**src/rtl/hash_digest_drain_pkg.sv**
```systemverilog
// Shared constants and types for the hash digest drain: FSM encoding and digest geometry.
package hash_digest_drain_pkg;

  localparam int LANES_DEF     = 4;
  localparam int N_DIGESTS_DEF = 3;
  localparam int LANE_W        = 64;
  localparam int WORD_W        = 32;
  localparam int DIGEST_W      = 256;
  localparam int WORD_IDX_W    = $clog2(DIGEST_W / WORD_W);

  typedef enum logic [1:0] {
    ST_IDLE  = 2'd0,
    ST_FETCH = 2'd1,
    ST_SEND  = 2'd2,
    ST_DONE  = 2'd3
  } state_t;

endpackage

```
**src/rtl/hash_digest_drain_word_mux.sv**
```systemverilog
// Selects one 32-bit word of the captured digest; word 0 is the low half of lane 0.
module digest_word_mux
  import hash_digest_drain_pkg::*;
(
  input  logic [DIGEST_W-1:0]   buffer,
  input  logic [WORD_IDX_W-1:0] word_idx,
  output logic [WORD_W-1:0]     word
);

  always_comb begin
    word = buffer[WORD_W*word_idx +: WORD_W];
  end

endmodule

```
**src/rtl/hash_digest_drain.sv**
```systemverilog
// Copies each finished sponge digest lane by lane into a local buffer, then streams it out
// as 32-bit words over a valid/ready port until N_DIGESTS digests have been drained.
module hash_digest_drain
  import hash_digest_drain_pkg::*;
#(
  parameter int N_DIGESTS = N_DIGESTS_DEF,
  parameter int LANES     = LANES_DEF
) (
  input  logic              clk,
  input  logic              ovr_rst1,
  input  logic              hash_ans,
  input  logic              hash_fin,
  input  logic [LANE_W-1:0] lane_in,
  output logic [1:0]        lane_sel,
  output logic [WORD_W-1:0] out_data,
  output logic              out_valid,
  input  logic              out_ready,
  output logic              busy,
  output logic [1:0]        digest_cnt,
  output logic              all_done,
  output logic              overrun,
  output state_t            state_dbg
);

  // Handshake: a word transfers on a rising edge where out_valid && out_ready; while
  // out_valid is high and out_ready low, out_data and out_valid do not change.

  localparam logic [1:0]            LAST_LANE = 2'(LANES - 1);
  localparam logic [WORD_IDX_W-1:0] LAST_WORD = WORD_IDX_W'(2 * LANES - 1);
  localparam logic [1:0]            N_CNT     = 2'(N_DIGESTS);

  state_t                state_q, state_d;
  logic [1:0]            lane_cnt;
  logic [WORD_IDX_W-1:0] word_cnt;
  logic [DIGEST_W-1:0]   buffer;
  logic [WORD_W-1:0]     mux_word;
  logic                  handshake;
  logic                  last_hs;
  logic                  overrun_set;

  assign handshake = (state_q == ST_SEND) && out_ready;
  assign last_hs   = handshake && (word_cnt == LAST_WORD);

  // Strobes while draining are dropped; an early finish in IDLE is flagged the same way.
  assign overrun_set = (hash_ans && ((state_q == ST_FETCH) || (state_q == ST_SEND))) ||
                       (hash_fin && (state_q == ST_IDLE) && (digest_cnt < N_CNT));

  always_ff @(posedge clk or posedge ovr_rst1) begin
    if (ovr_rst1) begin
      state_q <= ST_IDLE;
    end else begin
      state_q <= state_d;
    end
  end

  always_comb begin
    state_d = state_q;
    case (state_q)
      ST_IDLE:  if (hash_ans) state_d = ST_FETCH;
      ST_FETCH: if (lane_cnt == LAST_LANE) state_d = ST_SEND;
      ST_SEND: begin
        if (last_hs) begin
          state_d = (digest_cnt + 2'd1 == N_CNT) ? ST_DONE : ST_IDLE;
        end
      end
      ST_DONE:  state_d = ST_DONE;
      default:  state_d = ST_IDLE;
    endcase
  end

  always_comb begin
    out_valid = (state_q == ST_SEND);
    busy      = (state_q == ST_FETCH) || (state_q == ST_SEND);
    all_done  = (state_q == ST_DONE);
    lane_sel  = (state_q == ST_FETCH) ? lane_cnt : 2'd0;
    out_data  = (state_q == ST_SEND) ? mux_word : '0;
    state_dbg = state_q;
  end

  always_ff @(posedge clk or posedge ovr_rst1) begin
    if (ovr_rst1) begin
      lane_cnt   <= '0;
      word_cnt   <= '0;
      digest_cnt <= '0;
      overrun    <= 1'b0;
    end else begin
      case (state_q)
        ST_IDLE: begin
          lane_cnt <= '0;
          word_cnt <= '0;
        end
        ST_FETCH: begin
          lane_cnt <= (lane_cnt == LAST_LANE) ? 2'd0 : lane_cnt + 2'd1;
          word_cnt <= '0;
        end
        ST_SEND: begin
          if (handshake) begin
            word_cnt <= (word_cnt == LAST_WORD) ? '0 : word_cnt + 1'b1;
          end
          if (last_hs && (digest_cnt != N_CNT)) begin
            digest_cnt <= digest_cnt + 2'd1;
          end
        end
        default: begin
          lane_cnt <= '0;
          word_cnt <= '0;
        end
      endcase
      if (overrun_set) begin
        overrun <= 1'b1;
      end
    end
  end

  // Capture storage only; its contents are never observable outside SEND.
  always_ff @(posedge clk) begin
    if (state_q == ST_FETCH) begin
      buffer[LANE_W*lane_cnt +: LANE_W] <= lane_in;
    end
  end

  digest_word_mux u_word_mux (
    .buffer   (buffer),
    .word_idx (word_cnt),
    .word     (mux_word)
  );

endmodule

```
**config.mk**
```make
export PLATFORM = sky130hd
export DESIGN_NAME = hash_digest_drain
export DESIGN_NICKNAME = d
export VERILOG_FILES = /design/src/rtl/hash_digest_drain_pkg.sv /design/src/rtl/hash_digest_drain_word_mux.sv /design/src/rtl/hash_digest_drain.sv
export SDC_FILE = /design/constraint.sdc
export NUM_CORES = 1
export LEC_CHECK = 0
export BUFFER_PORTS_ARGS = -buffer_cell sky130_fd_sc_hd__buf_4
export CAP_MARGIN = 15
export CORE_UTILIZATION = 50
export CTS_CLUSTER_SIZE = 14
export DETAILED_ROUTE_END_ITERATION = 7
export PLACE_DENSITY = 0.69
export SYNTH_ARGS = -nofsm -noshare
export SYNTH_HDL_FRONTEND = slang
export SYNTH_SLANG_ARGS = --single-unit
export TNS_END_PERCENT = 20
```
**constraint.sdc**
```tcl
create_clock -name clk -period 3.4 [get_ports clk]
set_clock_uncertainty 0.1 [all_clocks]
set_input_delay 0.68 -clock clk [delete_from_list [all_inputs] [get_ports clk]]
set_output_delay 0.68 -clock clk [all_outputs]
set_load 0.05 [all_outputs]
```
==> summary.md <==
| Metric | Value |
|---|---|
| Mux contribution to synthesized area | `12.02%` |
| #FFs+latches synth | `266` |
| Critical path class | `reg2out` |
| Initial Utilization | `51.16%` |
| CP delay by family, top | `buffers and inverters` |
| Syn Inst Count | `837` |
| Fin Hold WS | `0.05853 ns` |
| Most frequent CP cell | `buf_4` |
| NetSw | `3.817 mW` |
| Sequential area share after synthesis | `63.42%` |
| Max IR drop VDD | `0.5216 mV` |
| Unique cell type count in the Yosys netlist | `37` |
| DR pass1 iterations | `5` |
| Gr ovfl total | `0` |
| Routed WL | `28.23 mm` |
| Global-route wire length before repair | `43.55 mm` |
| Share of layout cells above drive strength 1 | `26.00%` |
| Slowest CP cell | `nor2_4` |
| Crit path buf inv count | `2` |
| Internal cell power | `7.352 mW` |
| CTS tree | `done` |
| Buffers on Ports | `110` |
| DP Area | `0.01383 mm^2` |
| Vias | `7,152` |
| Largest family of logic cells by synthesized area | `simple AND/OR/NAND/NOR gates` |
| Reg clk slew, reported paths | `0.06 ns` |
| Die ar. | `0.02567 mm^2` |
| Layout area overhead | `17.64%` |
| # DRC | `0` |
| Root Driver | `clkbuf_16` |
| Synthesized area | `0.01252 mm^2` |
| DR vias/cell | `5.497` |
| Syn_area_per_cell | `14.95 um^2` |
| Leakage | `5.241 nW` |
| Clock Latency Late Sink | `0.54 ns` |
| Post-Synth XOR/XNOR Area | `0.06998%` |
| Relative slew slack | `48.38%` |
| Clk buf depth | `3` |
| Status | `finished clean` |
| Power consumption | `11.17 mW` |
| Ant diodes | `0` |
| Antenna violations before repair | `1` |
| Type of origin of the critical path | `flip-flop` |
| Syn nets | `921` |
| Nets | `1,041` |
| Clk pwr share | `26.1%` |
| WP data arrival | `2.53 ns` |
| Adder-Cell Fraction of Synth Area | `1.500%` |
| Final hold vios | `0` |
| Class of the worst hold path | `in2async` |
| Core Util, Final | `60.19%` |
| Cell Pwr Density | `758.5 mW/mm^2` |
| Synth warn | `0` |
| H-tree depth | `1` |
| Drt first-iter violations | `497` |
| Compound-gate portion of the synthesized area | `4.789%` |
| DIE WIDTH | `160.2 um` |
| Antenna-violating nets left | `0` |
| Number of max-cap violations | `0` |
| CTS Sinks | `266` |
| Dpl hpwl | `16.66 mm` |
| GP Congestion | `0.7410` |
| Worst setup EP type | `output port` |
| Max Slew Vio Count | `0` |
| Largest net degree at the start of global routing | `46` |
| Fmax | `302.3 MHz` |
| Final Cycle Share | `97.28%` |
| Placement Rows | `57` |
| FILL cells | `1,894` |
| Vias in the first global route | `7,451` |
| Hold bufs inserted after CTS | `0` |
| Worst Path Required | `2.62 ns` |
| Logic pwr share | `33.2%` |
| Tmin final | `3.308 ns` |
| Critical Path Fanout Max | `18` |
| Inserted Clock Buffers | `29` |
| Drt wl/cell | `21.69 um` |
| Cell area after layout | `0.01472 mm^2` |
| GRT Total Usage | `22.50%` |
| Simple-Gate Fraction of Synth Area | `14.38%` |
| Worst path max stage delay | `0.62 ns` |
| PnR worst setup slack | `0.09243 ns` |
| Endpoints failing setup | `0` |
| Vert. Die Dim | `160.2 um` |
| Pre-CTS WS | `0.5735 ns` |
| Sequential share of power | `40.7%` |
| Sw frac | `34.18%` |
| Num ports | `111` |
| Core area | `0.02446 mm^2` |
| Worst-Margin Slew | `0.7724 ns` |
| Ordered cell list for the critical path | `nor2_4 > buf_4 > a221oi_1 > buf_4` |
| RSZ-0062 raised after global routing | `false` |
-- worst paths after layout --
check | from | to | slack [ns] | cells past startpoint
hold / removal | ovr_rst1 | overrun | 0.06 | 2
min in group clk | hash_ans | overrun | 0.29 | 3
max in group asynchronous | ovr_rst1 | word_cnt[2] | 2.77 | 2
hold reg to reg | overrun | overrun | 0.41 | 2
setup / recovery | word_cnt[0] | out_data[15] | 0.09 | 4
setup reg to reg | lane_cnt[0] | buffer[116] | 0.87 | 6
-- synth_stat cells (all sizes together) --
cell type | n | area (um^2)
a21bo | 1 | 10.01
a21boi | 1 | 7.510
a21o | 1 | 7.510
a21oi | 2 | 10.01
a221oi | 32 | 361.6
a31oi | 3 | 18.77
a41oi | 1 | 8.760
and2 | 262 | 1639
and3 | 1 | 6.260
buf | 20 | 182.7
clkbuf | 35 | 150.1
dfrtp | 10 | 250.2
edfxtp | 256 | 7687
ha | 15 | 187.7
inv | 39 | 146.4
mux2 | 32 | 360.4
mux2i | 34 | 340.3
mux4 | 32 | 803.3
nand2 | 6 | 22.52
nand2b | 4 | 25.02
nand3b | 1 | 7.510
nand4b | 1 | 8.760
nor2 | 4 | 15.01
nor2b | 2 | 12.51
nor3 | 4 | 31.28
nor4b | 1 | 23.77
o21ai | 35 | 175.2
or2b | 1 | 7.510
xnor2 | 1 | 8.760
-- flip-flops by register name, indices dropped and copies added (netlist names) --
name,cells
overrun,1
digest_cnt,2
lane_cnt,2
word_cnt,3
buffer,256
state_dbg,2
-- layer usage --
metal / track usage [%] / vias to the layer above / part of all wire, %
li1: - / 3311 / -
met1: 30.71 / 3604 / 44
met2: 37.94 / 202 / 49
met3: 3.558 / 33 / 5.6
met4: 5.281 / 2 / 1.4
met5: 0 / - / 0.046
-- repair_timing --
item | 4_1_cts | 5_1_grt
setup buffers | 0 | 1
resized for setup | 1 | 0
setup endpoints to repair | 1 | 9
pin swaps | 0 | 1
-- metrics by stage --
step	TNS, ns	cells
CTS	0	1300
global placement	0	1249
finish	0	1301
floorplan	-4.547	837
detailed placement	0	1249
global route	0	1301
-- placed cells by master (no fill, tap or decap), types with 2 or more instances in the layout --
cell       instances
a221oi_2          16
mux2_2            32
mux2i_1           34
nor3_2             2
a31oi_1            3
mux4_2            10
edfxtp_1         256
a21oi_1            2
clkbuf_16         29
dfrtp_2            2
nand2b_1           4
inv_1             39
dfrtp_1            7
and2_4             4
clkinv_2           5
clkbuf_1           7
ha_1              14
nor2b_1            2
nor2_4             3
buf_4            135
buf_12             8
mux4_1            22
and2_1           258
a221oi_1          16
o21ai_0           35
clkinv_1           8
bufinv_16          2
nand2_1            6
-- power groups by stage --
stage | Clock (mW) | Sequential [mW] | Combinational (mW)
2_1_floorplan | 0 | 4.60 | 2.46
3_3_place_gp | 0 | 4.59 | 3.67
3_5_place_dp | 0 | 4.62 | 3.72
4_1_cts | 2.96 | 4.56 | 3.74
5_1_grt | 3.07 | 4.60 | 3.98
6_report | 2.91 | 4.55 | 3.71
-- cells by family (layout without fill, tap and decap cells) --
group | count (synthesis) | count (layout)
mux | 98 | 98
xor+xnor | 1 | 1
compound gates | 76 | 76
buf+inv | 94 | 234
simple gates | 287 | 287
fa+ha+maj | 15 | 15
flops | 266 | 266
-- layout make-up --
class | instances | area, um^2 | share of cell area [%]
clock buffer | 36 | 752.0 | 5.107
clock inverter | 15 | 115.1 | 0.7818
inverter | 39 | 146.4 | 0.9942
multi-input combinational | 477 | 4173 | 28.34
sequential | 266 | 7944 | 53.95
tap | 324 | 405.4 | 2.753
timing repair buffer | 144 | 1189 | 8.073
No activity file was read; power rests on OpenSTA's default activity.
